`src/rtl/data_mem_if.sv`:
```
// data_mem_if: request/response bundle between the datapath and the data-memory stage
interface data_mem_if;
    logic        req_valid;
    logic        req_ready;
    logic        req_we;
    logic [1:0]  req_size;
    logic        req_unsigned;
    logic [31:0] req_addr;
    logic [31:0] req_wdata;
    logic        rsp_valid;
    logic [31:0] rsp_rdata;
    logic        rsp_err;
    modport master (
        output req_valid, req_we, req_size, req_unsigned, req_addr, req_wdata,
        input  req_ready, rsp_valid, rsp_rdata, rsp_err
    );
    modport slave (
        input  req_valid, req_we, req_size, req_unsigned, req_addr, req_wdata,
        output req_ready, rsp_valid, rsp_rdata, rsp_err
    );
endinterface

```
`src/rtl/data_mem_stage.sv`:
```
// data_mem_stage: multi-cycle load/store stage over a word-organised RAM with byte-lane
// writes and sign/zero-extended loads; one response pulse per accepted request.
module data_mem_stage #(
    parameter int DEPTH_LOG2  = 6,
    parameter int WAIT_CYCLES = 2
) (
    input logic       clk,
    input logic       rst_n,
    data_mem_if.slave bus
);
    typedef enum logic [1:0] {S_IDLE, S_WAIT, S_RESP} state_t;
    state_t state, state_nx;
    logic [3:0] cnt, cnt_nx;
    logic we_q, uns_q;
    logic [1:0] size_q;
    logic [31:0] addr_q, wdata_q;
    logic we, uns;
    logic [1:0] size, lane;
    logic [31:0] addr, wdata;
    logic accept, commit, err;
    logic [DEPTH_LOG2-1:0] idx;
    logic [3:0] be;
    logic [31:0] wlanes, word, shifted, ext, rdata_q;
    logic err_q;
    logic [31:0] mem [2**DEPTH_LOG2];
    assign bus.req_ready = state == S_IDLE;
    assign bus.rsp_valid = state == S_RESP;
    assign bus.rsp_rdata = rdata_q;
    assign bus.rsp_err   = err_q;
    assign accept = bus.req_valid && bus.req_ready;
    // With zero wait cycles the commit edge is the accept edge, so the live request is used there
    assign we    = (state == S_IDLE) ? bus.req_we       : we_q;
    assign uns   = (state == S_IDLE) ? bus.req_unsigned : uns_q;
    assign size  = (state == S_IDLE) ? bus.req_size     : size_q;
    assign addr  = (state == S_IDLE) ? bus.req_addr     : addr_q;
    assign wdata = (state == S_IDLE) ? bus.req_wdata    : wdata_q;
    assign idx  = addr[DEPTH_LOG2+1:2];
    assign lane = addr[1:0];
    assign err  = size == 2'd3 || (size == 2'd1 && addr[0]) || (size == 2'd2 && lane != 2'd0)
                  || addr[31:DEPTH_LOG2+2] != '0;
    assign be     = size == 2'd0 ? 4'b0001 << lane : size == 2'd1 ? (addr[1] ? 4'b1100 : 4'b0011) : 4'b1111;
    assign wlanes = size == 2'd0 ? {4{wdata[7:0]}} : size == 2'd1 ? {2{wdata[15:0]}} : wdata;
    assign word    = mem[idx];
    assign shifted = word >> {lane, 3'b000};
    assign ext = size == 2'd0 ? {{24{!uns && shifted[7]}}, shifted[7:0]}
               : size == 2'd1 ? {{16{!uns && shifted[15]}}, shifted[15:0]} : word;
    assign commit = rst_n && state_nx == S_RESP && state != S_RESP;
    always_comb begin
        state_nx = state;
        cnt_nx   = cnt;
        case (state)
            S_IDLE: if (accept) begin
                state_nx = (WAIT_CYCLES == 0) ? S_RESP : S_WAIT;
                cnt_nx   = '0;
            end
            S_WAIT: if (cnt == 4'(WAIT_CYCLES - 1)) state_nx = S_RESP;
                    else cnt_nx = cnt + 4'd1;
            default: state_nx = S_IDLE;
        endcase
    end
    always_ff @(posedge clk or negedge rst_n) begin
        if (!rst_n) begin
            state   <= S_IDLE;
            cnt     <= '0;
            we_q    <= 1'b0;
            uns_q   <= 1'b0;
            size_q  <= '0;
            addr_q  <= '0;
            wdata_q <= '0;
            rdata_q <= '0;
            err_q   <= 1'b0;
        end else begin
            state   <= state_nx;
            cnt     <= cnt_nx;
            if (accept) begin
                we_q    <= bus.req_we;
                uns_q   <= bus.req_unsigned;
                size_q  <= bus.req_size;
                addr_q  <= bus.req_addr;
                wdata_q <= bus.req_wdata;
            end
            rdata_q <= (commit && !err && !we) ? ext : '0;
            err_q   <= commit && err;
        end
    end
    always_ff @(posedge clk) begin
        if (commit && we && !err)
            for (int i = 0; i < 4; i++)
                if (be[i]) mem[idx][8*i +: 8] <= wlanes[8*i +: 8];
    end
endmodule

```
`src/flat_wrapper.sv`:
```
// flat-port wrapper written by rule: the top's interface ports become plain ports
module data_mem_stage_flat 
#(
    parameter int DEPTH_LOG2  = 6,
    parameter int WAIT_CYCLES = 2
)
  (clk, rst_n, bus_req_valid, bus_req_we, bus_req_size, bus_req_unsigned, bus_req_addr, bus_req_wdata, bus_req_ready, bus_rsp_valid, bus_rsp_rdata, bus_rsp_err);
  data_mem_if bus_i ();
  input logic clk;
  input logic rst_n;
  input wire logic [$bits(bus_i.req_valid)-1:0] bus_req_valid;
  input wire logic [$bits(bus_i.req_we)-1:0] bus_req_we;
  input wire logic [$bits(bus_i.req_size)-1:0] bus_req_size;
  input wire logic [$bits(bus_i.req_unsigned)-1:0] bus_req_unsigned;
  input wire logic [$bits(bus_i.req_addr)-1:0] bus_req_addr;
  input wire logic [$bits(bus_i.req_wdata)-1:0] bus_req_wdata;
  output wire logic [$bits(bus_i.req_ready)-1:0] bus_req_ready;
  output wire logic [$bits(bus_i.rsp_valid)-1:0] bus_rsp_valid;
  output wire logic [$bits(bus_i.rsp_rdata)-1:0] bus_rsp_rdata;
  output wire logic [$bits(bus_i.rsp_err)-1:0] bus_rsp_err;
  assign bus_i.req_valid = bus_req_valid;
  assign bus_i.req_we = bus_req_we;
  assign bus_i.req_size = bus_req_size;
  assign bus_i.req_unsigned = bus_req_unsigned;
  assign bus_i.req_addr = bus_req_addr;
  assign bus_i.req_wdata = bus_req_wdata;
  assign bus_req_ready = bus_i.req_ready;
  assign bus_rsp_valid = bus_i.rsp_valid;
  assign bus_rsp_rdata = bus_i.rsp_rdata;
  assign bus_rsp_err = bus_i.rsp_err;
  data_mem_stage #(.DEPTH_LOG2(DEPTH_LOG2), .WAIT_CYCLES(WAIT_CYCLES)) u_core (.clk(clk), .rst_n(rst_n), .bus(bus_i));
endmodule
```
`config.mk`:
```
export PLATFORM = sky130hd
export DESIGN_NAME = data_mem_stage_flat
export DESIGN_NICKNAME = d
export VERILOG_FILES = /design/src/rtl/data_mem_if.sv /design/src/rtl/data_mem_stage.sv /design/src/flat_wrapper.sv
export SDC_FILE = /design/constraint.sdc
export NUM_CORES = 2
export LEC_CHECK = 0
export CAP_MARGIN = 20
export CORE_MARGIN = 10
export CORE_UTILIZATION = 40
export DETAILED_ROUTE_END_ITERATION = 7
export SLEW_MARGIN = 0
export SYNTH_ARGS = -nofsm -noshare
export SYNTH_HDL_FRONTEND = slang
export SYNTH_SLANG_ARGS = --single-unit
export TNS_END_PERCENT = 1
```
`constraint.sdc`:
```
create_clock -name clk -period 16.6 [get_ports clk]
set_input_delay 2.49 -clock clk [delete_from_list [all_inputs] [get_ports clk]]
set_output_delay 2.49 -clock clk [all_outputs]
set_load 0.02 [all_outputs]
```
# ---- Word-level counts from Yosys, hierarchy flattened
# Memories as Yosys holds them, arrays and structs flattened.
# Index checks and enable logic that the tools add are counted.
dict set report word_totals {
  word_cells 78
  mem_bits_rw 2048
  register_bits 107
  mem_count 1
}
# name words width read_ports rd_ports_with_merged_regs wr line
set mem_list {}
lappend mem_list {u_core.mem 64 32 1 0 1 data_mem_stage.sv:25} ;# logic [31:0] mem [2**DEPTH_LOG2];
dict set report op_classes {
  n_eq_ne 10
  reduce_logical 24
  add_sub_neg 1
  mux 31
  shifts 2
}
# operator n
set ops {}
lappend ops {{32-bit 2-to-1 mux} 7}
lappend ops {{32-bit by 5-bit >> shifter with 16-bit output} 1}
lappend ops {{24-bit nonzero test} 1}
lappend ops {{4-bit 2-to-1 mux} 5}
lappend ops {{1-bit 2-to-1 mux} 14}
lappend ops {{1-bit logical AND} 12}
lappend ops {{2-bit equality test (second input constant)} 4}
lappend ops {{4-bit case mux with 2 select lines} 1}
lappend ops {{2-bit 2-to-1 mux} 3}
lappend ops {{2-bit != test (second input constant)} 3}
lappend ops {{4-bit by 1-bit adder with 4-bit output (second input constant)} 1}
lappend ops {{2-bit by 1-bit equality test with 1-bit output (second input constant)} 2}
lappend ops {{4-bit by 1-bit equality test with 1-bit output (second input constant)} 1}
lappend ops {{2-bit zero test} 2}
lappend ops {{2-bit case mux with 2 select lines} 1}
lappend ops {{2-bit nonzero test} 2}
lappend ops {{1-bit by 2-bit << shifter with 4-bit output (first input constant)} 1}
lappend ops {{1-bit zero test} 3}
lappend ops {{1-bit logical OR} 3}
lappend ops {{3-bit AND reduction} 1}

# ---- Logic depth before layout (Yosys ltp)
dict set report logic_depth {
  ltp_word 11
  ltp_mapped 16
  depth_no_buf 10
}

# ---- Worst setup path before layout
# No wires, ideal clock.
dict set report synth_timing {
  path_kind {in2reg}
  from {input port bus_req_size[1]}
  to {memory u_core.mem[0][24] (data pin)}
  setup_ns 0.702
  required_ns 15.898
  n_path_buf 4
  stages 7
  arrival_time_ns 6.128
  setup_slack_ns 9.769
  cell_sequence {and2_1 -> or2_1 -> clkbuf_1 -> clkbuf_1 -> clkbuf_1 -> clkbuf_1 -> o21ai_0}
}
dict set report synth_between {
  elab_chain_len 4
  elab_cells_between_ends 5
  classes_between {eq/ne (1); mux (3); reduce/logical (1)}
}
# item line
set synth_rtl {}
lappend synth_rtl {{start: declaration} flat_wrapper.sv:13} ;# input wire logic [$bits(bus_i.req_size)-1:0] bus_req_size;
lappend synth_rtl {{2-bit 2-to-1 mux *} data_mem_stage.sv:34} ;# assign size = (state == S_IDLE) ? bus.req_size : size_q;
lappend synth_rtl {{2-bit by 1-bit equality test with 1-bit output} data_mem_stage.sv:42} ;# assign wlanes = size == 2'd0 ? {4{wdata[7:0]}} : size == 2'd1 ? {2{wdata[15:0]}} : wdata;
lappend synth_rtl {{32-bit 2-to-1 mux} data_mem_stage.sv:42}
lappend synth_rtl {{32-bit 2-to-1 mux *} data_mem_stage.sv:42}
lappend synth_rtl {{via u_core.wlanes[24]} data_mem_stage.sv:23} ;# logic [31:0] wlanes, word, shifted, ext, rdata_q;
lappend synth_rtl {{end: declaration} data_mem_stage.sv:25}
# The timed path passes the listed nets; every way through them passes the cells marked *.

# ---- Worst setup path in the final report
dict set report layout_timing {
  from {input port bus_req_addr[2]}
  to {register u_core.rdata_q[9], in the netlist u_core.bus.rsp_rdata[9]}
}
dict set report layout_between {
  elab_chain_len 6
  elab_cells_between_ends 7
  classes_between {shift (1); mux (4); reduce/logical (1); memory (1)}
}
# item line
set layout_rtl {}
lappend layout_rtl {{start: declaration} flat_wrapper.sv:15} ;# input wire logic [$bits(bus_i.req_addr)-1:0] bus_req_addr;
lappend layout_rtl {{32-bit 2-to-1 mux *} data_mem_stage.sv:35} ;# assign addr = (state == S_IDLE) ? bus.req_addr : addr_q;
lappend layout_rtl {{memory read 64 x 32 bit *} -}
lappend layout_rtl {{32-bit by 5-bit >> shifter with 16-bit output} data_mem_stage.sv:44} ;# assign shifted = word >> {lane, 3'b000};
lappend layout_rtl {{32-bit 2-to-1 mux or 1-bit logical AND (tied branches)} {data_mem_stage.sv:46, data_mem_stage.sv:45}}
lappend layout_rtl {{32-bit 2-to-1 mux *} data_mem_stage.sv:45} ;# assign ext = size == 2'd0 ? {{24{!uns && shifted[7]}}, shifted[7:0]}
lappend layout_rtl {{32-bit 2-to-1 mux *} data_mem_stage.sv:82} ;# rdata_q <= (commit && !err && !we) ? ext : '0;
lappend layout_rtl {{end signal: assignment} data_mem_stage.sv:82}
lappend layout_rtl {{end: declaration} data_mem_stage.sv:23}
# Every way passes the cells marked *; elsewhere a longest branch is shown, timed or not.
# A chain may end at the register's enable or synchronous reset.

==> impl_metrics.env <==
export IMPL_worstSkewPairLatency_ns=0.86
export IMPL_grt_antenna_before_repair=8
export IMPL_ctsLongestPathBuffers=3
export IMPL_crit_arrival_ns=8.77
export IMPL_grt_setup_unrepaired="false"
export IMPL_power_combinational_fraction_pct=37.5
export IMPL_synth_yosys_seq_area_share_pct=76.3
export IMPL_clock_root_buffer="clkbuf_16"
export IMPL_min_delay_start="u_core.wdata_q[11]$_DFFE_PN0P_"
export IMPL_layout_filler_cells=18000
export IMPL_fp_dieArea_um2=229000
export IMPL_route_antenna_remaining_nets=0
export IMPL_postCtsSetupBuffers=0
export IMPL_worst_ep_required_time_ns=17.39
export IMPL_clock_power_share_pct=24.2
export IMPL_setup_total_negative_slack_ns=0
export IMPL_num_rows=168
export IMPL_grt_ovfl_total=0
export IMPL_cts_tree="done"
export IMPL_tritoncts_num_sinks=2155
export IMPL_criticalPathCategory="in2reg"
export IMPL_synth_main_ff_cell="edfxtp_1"
export IMPL_asyncSetResetFlopFracSynth_pct=4.97
export IMPL_final_period_minus_worst_setup_slack_ns=7.98
export IMPL_relSlewSlack_pct=15.2
export IMPL_synth_warnings=0
export IMPL_post_cts_resize_count=0
export IMPL_max_freq_mhz=125
export IMPL_route_detailed_drc=0
export IMPL_layout_worst_path_cycle_share_pct=48.1
export IMPL_timing_reg2reg_setup_slack_ns=9.72
export IMPL_critical_path_endpoint="u_core.bus.rsp_rdata[9]$_DFF_PN0_"
export IMPL_worst_setup_path_startpoint="bus_req_addr[2]"
export IMPL_cp_max_fo=102
export IMPL_vdd_ir_drop_max_mv=0.378
export IMPL_path_clk_slew_ns=0.06
export IMPL_syn_nets=5527
export IMPL_boundaryPins=106
export IMPL_grt_max_usage_layer="met2"
export IMPL_chipWidth_um=478
export IMPL_critical_path_startpoint_type="input pin"
export IMPL_regArea_um2=64200
export IMPL_rr_endpoint="u_core.bus.rsp_rdata[8]$_DFF_PN0_"
export IMPL_power_leakage_nw=30.7
export IMPL_report_final_hold_viol_count=0
export IMPL_outcome="completed"
export IMPL_setup_violations=0
export IMPL_count_of_hold_fix_buffers_inserted_at_cts=0
export IMPL_design_final_nets=5709
export IMPL_net_switching_power_figure_mw=8.01
export IMPL_area_delta_synth_final_pct=14.7
export IMPL_post_synth_top_area_fraction_pct=73.1
export IMPL_pin_count_of_the_biggest_net_entering_global_routing=109
export IMPL_worstRegToRegCells=13
export IMPL_worstMarginPinSlew_ns=1.26
export IMPL_drt_pass1_iter_count=6
export IMPL_worst_setup_ep_type="flop"
export IMPL_synth_enable_flop_cells=2048
export IMPL_synthCells=5454
export IMPL_globalplace_congestion=0.861
export IMPL_ys_seq_elements=2155
export IMPL_cts_made_buffers=213
export IMPL_pwr_share_seq_pct=38.3
export IMPL_synth_most_common_cell="edfxtp_1"
export IMPL_cellInternalPower_mw=12.0
export IMPL_maxSlewViolCount=0
export IMPL_postRouteWirelength_mm=266
export IMPL_area_of_the_core_region_um2=209000
export IMPL_timing_max_cap_violations=0
export IMPL_sw_ratio_pct=40.1
export IMPL_holdCritPathClass="reg2reg"
export IMPL_multiInputGateArea_um2=18200
export IMPL_place_detailed_hpwl_mm=155
export IMPL_synth_largest_area_cell="edfxtp_1"
export IMPL_synth_area_leaders="edfxtp_1 (73%), o22ai_1 (4.5%), dfrtp_1 (3.2%)"
export IMPL_global_route_usage_met3_pct=4.82
export IMPL_floorplan_initialDensity_pct=40.2
export IMPL_vias=53800
export IMPL_synth_top_cells_by_count="edfxtp_1 (2,048), o22ai_1 (608), nand2_1 (510), nor3_1 (352), buf_2 (182)"
export IMPL_grt_use_met2_pct=34.5
export IMPL_grt_first_pass_wirelength_mm=381
export IMPL_cts_htree_levels=4
export IMPL_drive_gt1_share_pct=12.9
export IMPL_mappedNetlistArea_um2=84100
export IMPL_timing_clock_skew_ns=0.0317
export IMPL_synth_cell_type_count=96
export IMPL_power_density_nw_per_um2=207
export IMPL_wl_per_cell_um=30.8
export IMPL_die_h_um=478
export IMPL_reg2reg_from="u_core.state[0]$_DFF_PN0_"
export IMPL_grt_use_total_pct=22.4
export IMPL_synthesis_area_per_instance_um2=15.4
export IMPL_grt_use_met1_pct=30.9
export IMPL_holdWs_ns=0.477
export IMPL_route_detailed_vias_per_inst=6.23
export IMPL_vias_in_the_first_global_route=51900
export IMPL_port_buffer_count=105
export IMPL_drt_iter0_drc=7198
[cells by family after synthesis]
family | synth area share (%)
XOR/XNOR | 0.0104
flip-flops | 76.3
multiplexers | 1.83
AND/OR/NAND/NOR | 7.66
buffers and inverters | 2.85
AO/OA/AOI/OAI | 11.3
adder cells (fa/ha/maj) | 0.0298
[placed cells by master (no fill, tap or decap), drive strengths merged, types with 22 or more instances in the layout]
master / instances
nor2: 142
mux2i: 147
o21ai: 71
o221ai: 130
clkinv: 105
a31oi: 43
o32ai: 37
nor3: 353
o211ai: 148
clkdlybuf4s50: 103
bufinv: 22
dfrtp: 107
o22ai: 609
clkbuf: 261
edfxtp: 2048
a211oi: 50
nand2: 513
nand2b: 75
nor4: 72
o22a: 30
and3: 64
nand3: 53
a21oi: 60
buf: 310
[how the worst min path moves through the flow]
stage	end	slack [ns]	depth (start not counted)
floorplan	u_core.uns_q$_DFFE_PN0P_	0.44	2
global route	u_core.wdata_q[9]$_DFFE_PN0P_	0.49	2
global placement	u_core.wdata_q[10]$_DFFE_PN0P_	0.46	2
CTS	u_core.wdata_q[2]$_DFFE_PN0P_	0.48	2
detailed placement	u_core.wdata_q[2]$_DFFE_PN0P_	0.46	2
finish	u_core.wdata_q[11]$_DFFE_PN0P_	0.48	2
[critical path, cell delays in order]
cell	delay, ns
buf_4	0.59
or3b_2	0.59
nand2_8	0.43
buf_12	0.55
buf_4	0.64
buf_4	0.71
a211oi_1	0.20
o41ai_1	0.45
a21oi_1	0.19
nor4bb_1	1.07
nand2_1	0.11
a222oi_1	0.25
o21a_1	0.16
[layer usage]
metal / up-vias / wire [µm]
met1: 27500 / 106000
li1: 22500 / -
met5: - / 7
met3: 516 / 27400
met4: 2 / 10900
met2: 3262 / 122000
[cell type report]
cell class	instances	area share (%)
multi-input combinational	2843	18.9
tap	2805	3.64
timing repair buffer	413	3.59
clock inverter	137	1.38
sequential	2155	66.6
inverter	10	0.0441
clock buffer	261	5.87
antenna	5	0.0130
[power groups by stage]
stage	sequential (mW)	combinational [mW]	clock [mW]
after floorplan	7.87	4.00	0
after global placement	7.76	7.22	0
after detailed placement	7.77	7.34	0
after CTS	7.66	7.35	4.87
after global routing	7.67	7.80	5.09
final	7.66	7.49	4.84
[metrics by stage]
step	cell area (µm²)	setup WS, ns	power, mW	util [%]	cells
after floorplan	84100	9.77	11.9	-	5454
after global placement	89200	7.79	15.0	42.6	8209
after detailed placement	89300	7.98	15.1	42.7	8218
after CTS	96300	8.87	19.9	46.0	8616
after global routing	96400	8.62	20.6	46.0	8625
final	96400	8.62	20.0	46.0	8629
[state kept, by name, indices dropped and copies added, names as in the netlist]
name                  cells
u_core.bus.rsp_rdata     32
u_core.bus.rsp_err        1
u_core.wdata_q           32
u_core.cnt                4
u_core.addr_q            32
u_core.mem             2048
u_core.state              2
u_core.we_q               1
u_core.size_q             2
u_core.uns_q              1
Power figures use the tool's default switching activity.
